===== src/rtl/scpad_req_arbiter_pkg.sv =====
// Shared scratchpad request types, widths and arbiter defaults.
package scpad_req_arbiter_pkg;

  localparam int ROW_IDX_WIDTH         = 8;
  localparam int SCPAD_NUM_COLS        = 4;
  localparam int SCPAD_COL_W           = 8;
  localparam int MAX_SRAM_DELAY        = 3;
  localparam int SCPAD_MAX_OUTSTANDING = MAX_SRAM_DELAY + 1;
  localparam int SCPAD_STARVE_LIMIT    = 8;

  typedef logic [SCPAD_NUM_COLS-1:0]             mask_t;
  typedef logic [SCPAD_NUM_COLS*SCPAD_COL_W-1:0] scpad_data_t;

  typedef enum logic {
    SRC_FE = 1'b0,
    SRC_BE = 1'b1
  } src_t;

  typedef struct packed {
    logic                     write;
    logic [ROW_IDX_WIDTH-1:0] row;
    mask_t                    mask;
    scpad_data_t              wdata;
  } scpad_req_t;

endpackage


===== src/rtl/scpad_req_arbiter_src_fifo.sv =====
// In-order FIFO of read-request sources; one entry per read in flight.
module scpad_src_fifo
  import scpad_req_arbiter_pkg::*;
#(
  parameter int DEPTH = SCPAD_MAX_OUTSTANDING,
  localparam int PTR_W = (DEPTH > 1) ? $clog2(DEPTH) : 1,
  localparam int CNT_W = $clog2(DEPTH + 1)
) (
  input  logic             clk,
  input  logic             rst,
  input  logic             i_push,
  input  src_t             i_push_src,
  input  logic             i_pop,
  output src_t             o_head,
  output logic             o_full,
  output logic             o_empty,
  output logic [CNT_W-1:0] o_count
);

  src_t             r_mem [DEPTH];
  logic [PTR_W-1:0] r_wr_ptr;
  logic [PTR_W-1:0] r_rd_ptr;
  logic [CNT_W-1:0] r_count;
  logic             w_do_push;
  logic             w_do_pop;

  // Explicit wrap so non-power-of-2 depths stay inside the array.
  function automatic logic [PTR_W-1:0] ptr_inc(input logic [PTR_W-1:0] p);
    return (p == PTR_W'(DEPTH - 1)) ? '0 : p + 1'b1;
  endfunction

  assign o_full    = (r_count == CNT_W'(DEPTH));
  assign o_empty   = (r_count == '0);
  assign o_count   = r_count;
  assign o_head    = r_mem[r_rd_ptr];
  assign w_do_pop  = i_pop && !o_empty;
  assign w_do_push = i_push && (!o_full || w_do_pop);

  always_ff @(posedge clk) begin
    if (rst) begin
      r_wr_ptr <= '0;
      r_rd_ptr <= '0;
      r_count  <= '0;
    end else begin
      if (w_do_push) r_wr_ptr <= ptr_inc(r_wr_ptr);
      if (w_do_pop)  r_rd_ptr <= ptr_inc(r_rd_ptr);
      unique case ({w_do_push, w_do_pop})
        2'b10:   r_count <= r_count + 1'b1;
        2'b01:   r_count <= r_count - 1'b1;
        default: r_count <= r_count;
      endcase
    end
  end

  always_ff @(posedge clk) begin
    if (w_do_push) r_mem[r_wr_ptr] <= i_push_src;
  end

endmodule


===== src/rtl/scpad_req_arbiter.sv =====
// FE/BE arbiter for one scratchpad SRAM-controller port with aging,
// stall lock, and in-order read-response steering.
module scpad_req_arbiter
  import scpad_req_arbiter_pkg::*;
#(
  parameter int MAX_OUTSTANDING = SCPAD_MAX_OUTSTANDING,
  parameter int STARVE_LIMIT    = SCPAD_STARVE_LIMIT
) (
  input  logic                     clk,
  input  logic                     rst,
  input  logic                     fe_req_valid,
  output logic                     fe_req_ready,
  input  logic                     fe_req_write,
  input  logic [ROW_IDX_WIDTH-1:0] fe_req_row,
  input  mask_t                    fe_req_mask,
  input  scpad_data_t              fe_req_wdata,
  input  logic                     be_req_valid,
  output logic                     be_req_ready,
  input  logic                     be_req_write,
  input  logic [ROW_IDX_WIDTH-1:0] be_req_row,
  input  mask_t                    be_req_mask,
  input  scpad_data_t              be_req_wdata,
  output logic                     sram_req_valid,
  input  logic                     sram_req_ready,
  output logic                     sram_req_write,
  output logic [ROW_IDX_WIDTH-1:0] sram_req_row,
  output mask_t                    sram_req_mask,
  output scpad_data_t              sram_req_wdata,
  input  logic                     sram_rsp_valid,
  input  scpad_data_t              sram_rsp_rdata,
  output logic                     fe_rsp_valid,
  output scpad_data_t              fe_rsp_rdata,
  output logic                     be_rsp_valid,
  output scpad_data_t              be_rsp_rdata,
  output logic                     rsp_err
);

  localparam int AGE_W = $clog2(STARVE_LIMIT + 1);
  localparam int CNT_W = $clog2(MAX_OUTSTANDING + 1);

  logic             r_lock;
  src_t             r_lock_src;
  scpad_req_t       r_lock_req;
  logic [AGE_W-1:0] r_age;
  logic             r_rsp_err;

  scpad_req_t       w_fe_req;
  scpad_req_t       w_be_req;
  scpad_req_t       w_grant_req;
  src_t             w_grant_src;
  logic             w_grant_valid;
  logic             w_fe_elig;
  logic             w_be_elig;
  logic             w_starved;
  logic             w_hs;
  logic             w_be_hs;
  logic             w_push;
  logic             w_pop;
  logic             w_fifo_full;
  logic             w_fifo_empty;
  logic [CNT_W-1:0] w_fifo_count;
  src_t             w_head;

  assign w_fe_req  = {fe_req_write, fe_req_row, fe_req_mask, fe_req_wdata};
  assign w_be_req  = {be_req_write, be_req_row, be_req_mask, be_req_wdata};
  // Reads are held off while every response slot is already spoken for.
  assign w_fe_elig = fe_req_valid && (fe_req_write || !w_fifo_full);
  assign w_be_elig = be_req_valid && (be_req_write || !w_fifo_full);
  assign w_starved = (r_age >= AGE_W'(STARVE_LIMIT));

  always_comb begin
    w_grant_valid = 1'b0;
    w_grant_src   = SRC_FE;
    w_grant_req   = w_fe_req;
    if (rst) begin
      w_grant_valid = 1'b0;
    end else if (r_lock) begin
      w_grant_valid = 1'b1;
      w_grant_src   = r_lock_src;
      w_grant_req   = r_lock_req;
    end else if (w_be_elig && (!w_fe_elig || w_starved)) begin
      w_grant_valid = 1'b1;
      w_grant_src   = SRC_BE;
      w_grant_req   = w_be_req;
    end else if (w_fe_elig) begin
      w_grant_valid = 1'b1;
    end
  end

  assign sram_req_valid = w_grant_valid;
  assign sram_req_write = w_grant_req.write;
  assign sram_req_row   = w_grant_req.row;
  assign sram_req_mask  = w_grant_req.mask;
  assign sram_req_wdata = w_grant_req.wdata;

  assign w_hs         = w_grant_valid && sram_req_ready;
  assign w_be_hs      = w_hs && (w_grant_src == SRC_BE);
  assign fe_req_ready = w_hs && (w_grant_src == SRC_FE);
  assign be_req_ready = w_be_hs;
  assign w_push       = w_hs && !w_grant_req.write;
  assign w_pop        = sram_rsp_valid && !rst;

  always_ff @(posedge clk) begin
    if (rst) begin
      r_lock     <= 1'b0;
      r_lock_src <= SRC_FE;
      r_age      <= '0;
      r_rsp_err  <= 1'b0;
    end else begin
      r_lock <= w_grant_valid && !sram_req_ready;
      if (w_grant_valid) r_lock_src <= w_grant_src;
      if (!be_req_valid || w_be_hs) r_age <= '0;
      else if (!w_starved)          r_age <= r_age + 1'b1;
      if (sram_rsp_valid && w_fifo_empty) r_rsp_err <= 1'b1;
    end
  end

  // Stalled request fields are captured so the SRAM side sees them frozen.
  always_ff @(posedge clk) begin
    if (w_grant_valid && !sram_req_ready) r_lock_req <= w_grant_req;
  end

  scpad_src_fifo #(
    .DEPTH(MAX_OUTSTANDING)
  ) u_src_fifo (
    .clk       (clk),
    .rst       (rst),
    .i_push    (w_push),
    .i_push_src(w_grant_src),
    .i_pop     (w_pop),
    .o_head    (w_head),
    .o_full    (w_fifo_full),
    .o_empty   (w_fifo_empty),
    .o_count   (w_fifo_count)
  );

  assign fe_rsp_valid = w_pop && (w_fifo_count != '0) && (w_head == SRC_FE);
  assign be_rsp_valid = w_pop && (w_fifo_count != '0) && (w_head == SRC_BE);
  assign fe_rsp_rdata = sram_rsp_rdata;
  assign be_rsp_rdata = sram_rsp_rdata;
  assign rsp_err      = r_rsp_err;

endmodule


===== config.mk =====
export PLATFORM = sky130hd
export DESIGN_NAME = scpad_req_arbiter
export DESIGN_NICKNAME = d
export VERILOG_FILES = /design/src/rtl/scpad_req_arbiter_pkg.sv /design/src/rtl/scpad_req_arbiter_src_fifo.sv /design/src/rtl/scpad_req_arbiter.sv
export SDC_FILE = /design/constraint.sdc
export NUM_CORES = 1
export LEC_CHECK = 0
export BUFFER_PORTS_ARGS = -buffer_cell sky130_fd_sc_hd__buf_2
export CORE_MARGIN = 2
export CORE_UTILIZATION = 25
export DETAILED_ROUTE_END_ITERATION = 6
export MAX_ROUTING_LAYER = met4
export PLACE_DENSITY = 0.54
export SLEW_MARGIN = 20
export SYNTH_ARGS = -nofsm -noshare
export SYNTH_HDL_FRONTEND = slang
export SYNTH_SLANG_ARGS = --single-unit

===== constraint.sdc =====
create_clock -name clk -period 5.3 [get_ports clk]
set_clock_uncertainty 0.15 [all_clocks]
set_input_delay 1.06 -clock clk [delete_from_list [all_inputs] [get_ports clk]]
set_output_delay 1.06 -clock clk [all_outputs]
set_load 0.02 [all_outputs]

# --- Word-level counts from Yosys, hierarchy flattened ---
# Memories as Yosys holds them, arrays and structs flattened. A register that Yosys moved wholly into a read port is not among the register bits.
# Index checks and enable logic that the tools add are counted.
classes:
  add_sub_neg: 5
  n_lt_le_gt_ge: 1
  eq_ne: 5
  muxes: 17
  bitwise_logic: 2
  n_reduce_logical: 31
ops:
  columns: ["op", "n"]
  rows:
  - ["45-bit two-way mux", 3]
  - ["1-bit logical AND", 15]
  - ["1-bit two-way mux", 9]
  - ["2-bit two-way mux", 4]
  - ["1-bit logical NOT", 7]
  - ["2-bit == test (second input constant)", 3]
  - ["3-bit one-hot mux with 2 select lines", 1]
  - ["1-bit logical OR", 5]
  - ["2-bit by 1-bit adder with 2-bit output (second input constant)", 2]
  - ["4-bit by 1-bit adder with 4-bit output (second input constant)", 1]
  - ["4-bit >= comparator (second input constant)", 1]
  - ["3-bit by 1-bit adder with 3-bit output (second input constant)", 1]
  - ["3-bit == test (second input constant)", 1]
  - ["3-bit logical NOT", 1]
  - ["3-bit nonzero test", 1]
  - ["3-bit by 1-bit subtractor with 3-bit output (second input constant)", 1]
  - ["2-bit by 1-bit == test with 1-bit output (second input constant)", 1]
  - ["1-bit inverter", 2]
  - ["2-bit nonzero test", 1]
  - ["2-bit OR reduction", 1]
word_totals:
  regBits: 59
  ram_bits: 4
  inputBits: 128
  output_inout_bits: 115
  wordCells: 73
  memories: 1
mem_list:
  columns: ["memory", "words", "width", "read_ports", "rd_ports_with_merged_regs", "write_ports", "line", "text"]
  rows:
  - ["u_src_fifo.r_mem", 4, 1, 1, 1, 1, "scpad_req_arbiter_src_fifo.sv:20", "src_t r_mem [DEPTH];"]

# --- Depth between registers and ports, before layout ---
logic_depth:
  depth_word: 15
  ltp_mapped: 13
  mapped_depth_nobuf: 11

# --- By module ---
# Synthesis repeated with hierarchy kept, for this count alone.
unflattened:
  hier_cells: 351
  area_unflattened_um2: 3900.0
by_module_without_submodules:
  columns: ["mod", "n_inst", "cells_each", "area_per_inst_um2", "seq_area_each_um2"]
  rows:
  - ["scpad_req_arbiter", 1, 287, 3204.3, 1491.4]
  - ["scpad_src_fifo", 1, 64, 695.7, 300.3]

# --- Worst setup path after synthesis ---
# No wires, ideal clock.
synth_path:
  path_kind: "input -> register"
  startpoint: "input port rst"
  endpoint: "register r_lock_req[0] in the netlist's numbering, enable pin"
  setup_time_ns: 0.503
  t_arrival_ns: 4.765
  required_time_ns: 4.647
  path_slack_ns: -0.118
  path_stages: 4
  n_path_buf: 3
  path_cell_list: "buf_2 > buf_1 > clkbuf_1 > nor3_1"
synth_between:
  elab_chain_len: 2
synth_lines:
  columns: ["item", "line", "text"]
  rows:
  - ["from (decl)", "scpad_req_arbiter.sv:10", "input logic rst,"]
  - ["1-bit two-way mux", "scpad_req_arbiter.sv:75", "if (rst) begin"]
  - ["1-bit logical AND", "scpad_req_arbiter.sv:120", "if (w_grant_valid && !sram_req_ready) r_lock_req <= w_grant_req;"]
  - ["to (signal assigned)", "scpad_req_arbiter.sv:120", null]
  - ["to (decl)", "scpad_req_arbiter.sv:43", "scpad_req_t r_lock_req;"]
# No other way between the ends.
# A chain may end at the register's enable or synchronous reset.

# --- Worst setup path after layout ---
layout_path:
  startpoint: "input port fe_req_write"
  endpoint: "output port sram_req_wdata[7]"
layout_between:
  elab_chain_len: 8
layout_lines:
  columns: ["item", "line", "text"]
  rows:
  - ["from (decl)", "scpad_req_arbiter.sv:13", "input logic fe_req_write,"]
  - ["1-bit logical OR", "scpad_req_arbiter.sv:67", "assign w_fe_elig = fe_req_valid && (fe_req_write || !w_fifo_full);"]
  - ["1-bit logical AND", "scpad_req_arbiter.sv:67", null]
  - ["1-bit logical NOT", "scpad_req_arbiter.sv:81", "end else if (w_be_elig && (!w_fe_elig || w_starved)) begin"]
  - ["1-bit logical OR", "scpad_req_arbiter.sv:81", null]
  - ["1-bit logical AND", "scpad_req_arbiter.sv:81", null]
  - ["45-bit two-way mux", "scpad_req_arbiter.sv:81", null]
  - ["45-bit two-way mux", "scpad_req_arbiter.sv:77", "end else if (r_lock) begin"]
  - ["45-bit two-way mux", "scpad_req_arbiter.sv:75", null]
  - ["to (decl)", "scpad_req_arbiter.sv:28", "output scpad_data_t sram_req_wdata,"]
# No other way between the ends.

==> run metrics <==
Final min period=roughly 4.3 ns; CP arrival=a little over 3 ns; Syn. warnings=0; Starting Density=approximately 26%; FMAX=232.6 MHz; first-pass GRT wire length=roughly 17 mm; synthesized instance count=381; setup bufs post-CTS=0; post-DR vias/cell=just under 5; post-place setup slack=slightly below 1 ns; Period Utilization, post-route=between 80% and 90%; CP endpoint kind=primary output; relative slew slack=between 40 and 50%; VDD IR max=about 0.00014 V; power share of the clock group=between 40% and 50%; Final Hold Violating Endpoints=0; NumNets Final=around 590; ys flop type=edfxtp_1; Die Span X=between 100 and 150 um; post-route cell area=roughly 4700 um2; most common cell after layout, fill and taps aside=buf_2; fin. max-slew vios=0; number of port buffers=146; DP Wirelength=~7.8 mm; RePlAce Congestion=approximately 0.75; # clock sinks=65; Post-CTS Resized=0; Sw Ratio=27.72%; sequential power share=39.5%; core box area=15310 um2; Post-synth EDFFs=between 40 and 50; Synth cell types=between 40 and 50; WL final=approximately 11 mm; antenna violations before repair=0; most frequent cells in the layout=buf_2, a22oi_1, edfxtp_1; Slew @ Worst Pin=roughly 0.84 ns; CP max FO=26; Bufs on Longest Clock Path=2; Syn Std Cell Area=3935 um2; total power=1508 uW; HP Class=flop to flop; Reg clk slew, reported paths=around 0.060 ns; largest net degree at the start of global routing=53; First-pass DRT Iterations=5; clock latency on the worst-skew pair=0.34 ns; Setup TNS=0 ns; combinational fraction of design power=a little under a fifth; antenna cell count=0; vias post-DR=3221; startpoint types=input port; Post-CTS Hold Fix Bufs=0; final setup violation count=0; Switch Pwr=about 420 uW; CTS tree=yes; row count=45; 1st-iter DRT viols=approximately 140; I/O pins=~240; RSZ-0062 raised after global routing=no; Die Y-Extent=about 130 um; DR WL/cell=16.47 um; Syn Nets=~520; Synth async-reset ratio=0%; Routed Antenna Nets=0; Max Cap Violations=0; Sequential Area=between 1500 and 2000 um2; Remaining DRCs=0; CTS Buf Count=9; Worst EP required=4.09 ns; PnR worst setup slack=roughly 1 ns; Total GRT Usage=between 10% and 20%; layout cells sized above 1=40.00%; fillers=~1600; vias in the first global route=3207; Yosys reg bits=65; gr ovfl total=0; pwr dens=between 300 and 400 nW/um2; synthesis-to-finish area growth=20.45%; H-tree depth=3; die footprint=16760 um2; area of the multi-input gates=between 1500 and 2000 um2; Leak Pwr=~0.0019 uW; Area after DPL=about 4400 um2; status=completed; critical path class=input port to primary output; cell-internal power=approximately 1100 uW; register area share after synthesis=between 40% and 50%; Root Buffer=clkbuf_16; Syn Area/Cell=just over 10 um2
critical path: stages:
cell      delay [ns]
buf_2           0.13
nor4b_4         0.34
o221ai_4        0.41
nor2_4          0.19
buf_4           0.31
a22oi_1         0.12
o21ai_0         0.28
buf_2           0.23
logic make-up (layout without fill, tap and decap cells):
group           Yosys count  count (layout)  share of synthesized area (%)
simple gates             45              45                          6.677
mux                       4               4                          1.367
flops                    65              65                          45.53
fa+ha+maj                 9               9                          3.053
buf+inv                 105             184                          16.63
compound gates          149             149                          25.85
xor+xnor                  4               4                         0.8905
layout make-up:
type	count	area share (%)
inverters	14	1.109
repair buffers	154	16.68
clock inverters	4	0.5544
flip-flops and latches	65	37.83
well taps	211	5.570
multi-input cells	211	31.92
clock buffers	12	6.336
per-layer routing:
| layer | part of all wire (%) | vias to the layer above | wire, um | track usage [%] |
|---|---|---|---|---|
| li1 | - | 1524 | - | - |
| met4 | 2.3 | 0 | 257 | 5.756 |
| met2 | 48 | 161 | 5290 | 21.39 |
| met1 | 42 | 1505 | 4637 | 15.59 |
| met3 | 7.8 | 31 | 864 | 3.964 |
| met5 | 0 | - | 0 | - |
through the flow:
stage	util (%)	std cells	hold WS, ns
floorplan	-	381	0.3342
finish	30.95	671	0.3368
global placement	28.82	655	0.3171
global route	30.95	671	0.3517
CTS	30.95	671	0.3474
detailed placement	28.82	655	0.3327
worst paths after layout:
kind                              start                     to  slack, ns  cells past startpoint
hold reg to reg                 rsp_err                rsp_err       0.34                      2
hold / removal                  rsp_err                rsp_err       0.34                      2
setup / recovery           fe_req_write      sram_req_wdata[7]       1.00                      8
setup reg to reg  u_src_fifo.o_count[0]  u_src_fifo.o_count[2]       1.94                     11
Yosys cell counts, types with 2 or more instances:
library cell,number,area share (%)
a21oi_1,7,0.89
clkbuf_1,15,1.4
buf_4,64,12
dfxtp_1,16,8.1
nor3_1,5,0.64
nand2_1,3,0.29
o21ai_1,18,2.3
nor4b_1,2,0.45
a22oi_1,87,17
edfxtp_1,49,37
inv_1,14,1.3
o21ai_0,27,3.4
and2_1,5,0.79
nor2b_1,2,0.32
nor2_1,18,1.7
buf_2,10,1.3
xor2_1,3,0.67
mux2i_1,2,0.51
nand2b_1,2,0.32
ha_1,8,2.5
state kept, by name, summed over array words and instances, names as in the netlist, named ones only:
| register | cells |
|---|---|
| rsp_err | 1 |
| u_src_fifo.o_count | 3 |
| r_lock_req | 45 |
| u_src_fifo.r_rd_ptr | 2 |
| u_src_fifo.r_wr_ptr | 2 |
| r_lock | 1 |
| r_age | 4 |
| u_src_fifo.r_mem | 4 |
| r_lock_src | 1 |
power groups by stage:
stage          sequential [uW]  combinational, uW  clock, uW
2_1_floorplan              604                237          0
3_3_place_gp               605                277          0
3_5_place_dp               606                280          0
4_1_cts                    596                281        656
5_1_grt                    598                305        679
6_report                   595                278        635
Note: power is estimated with default switching activity, not from simulation.
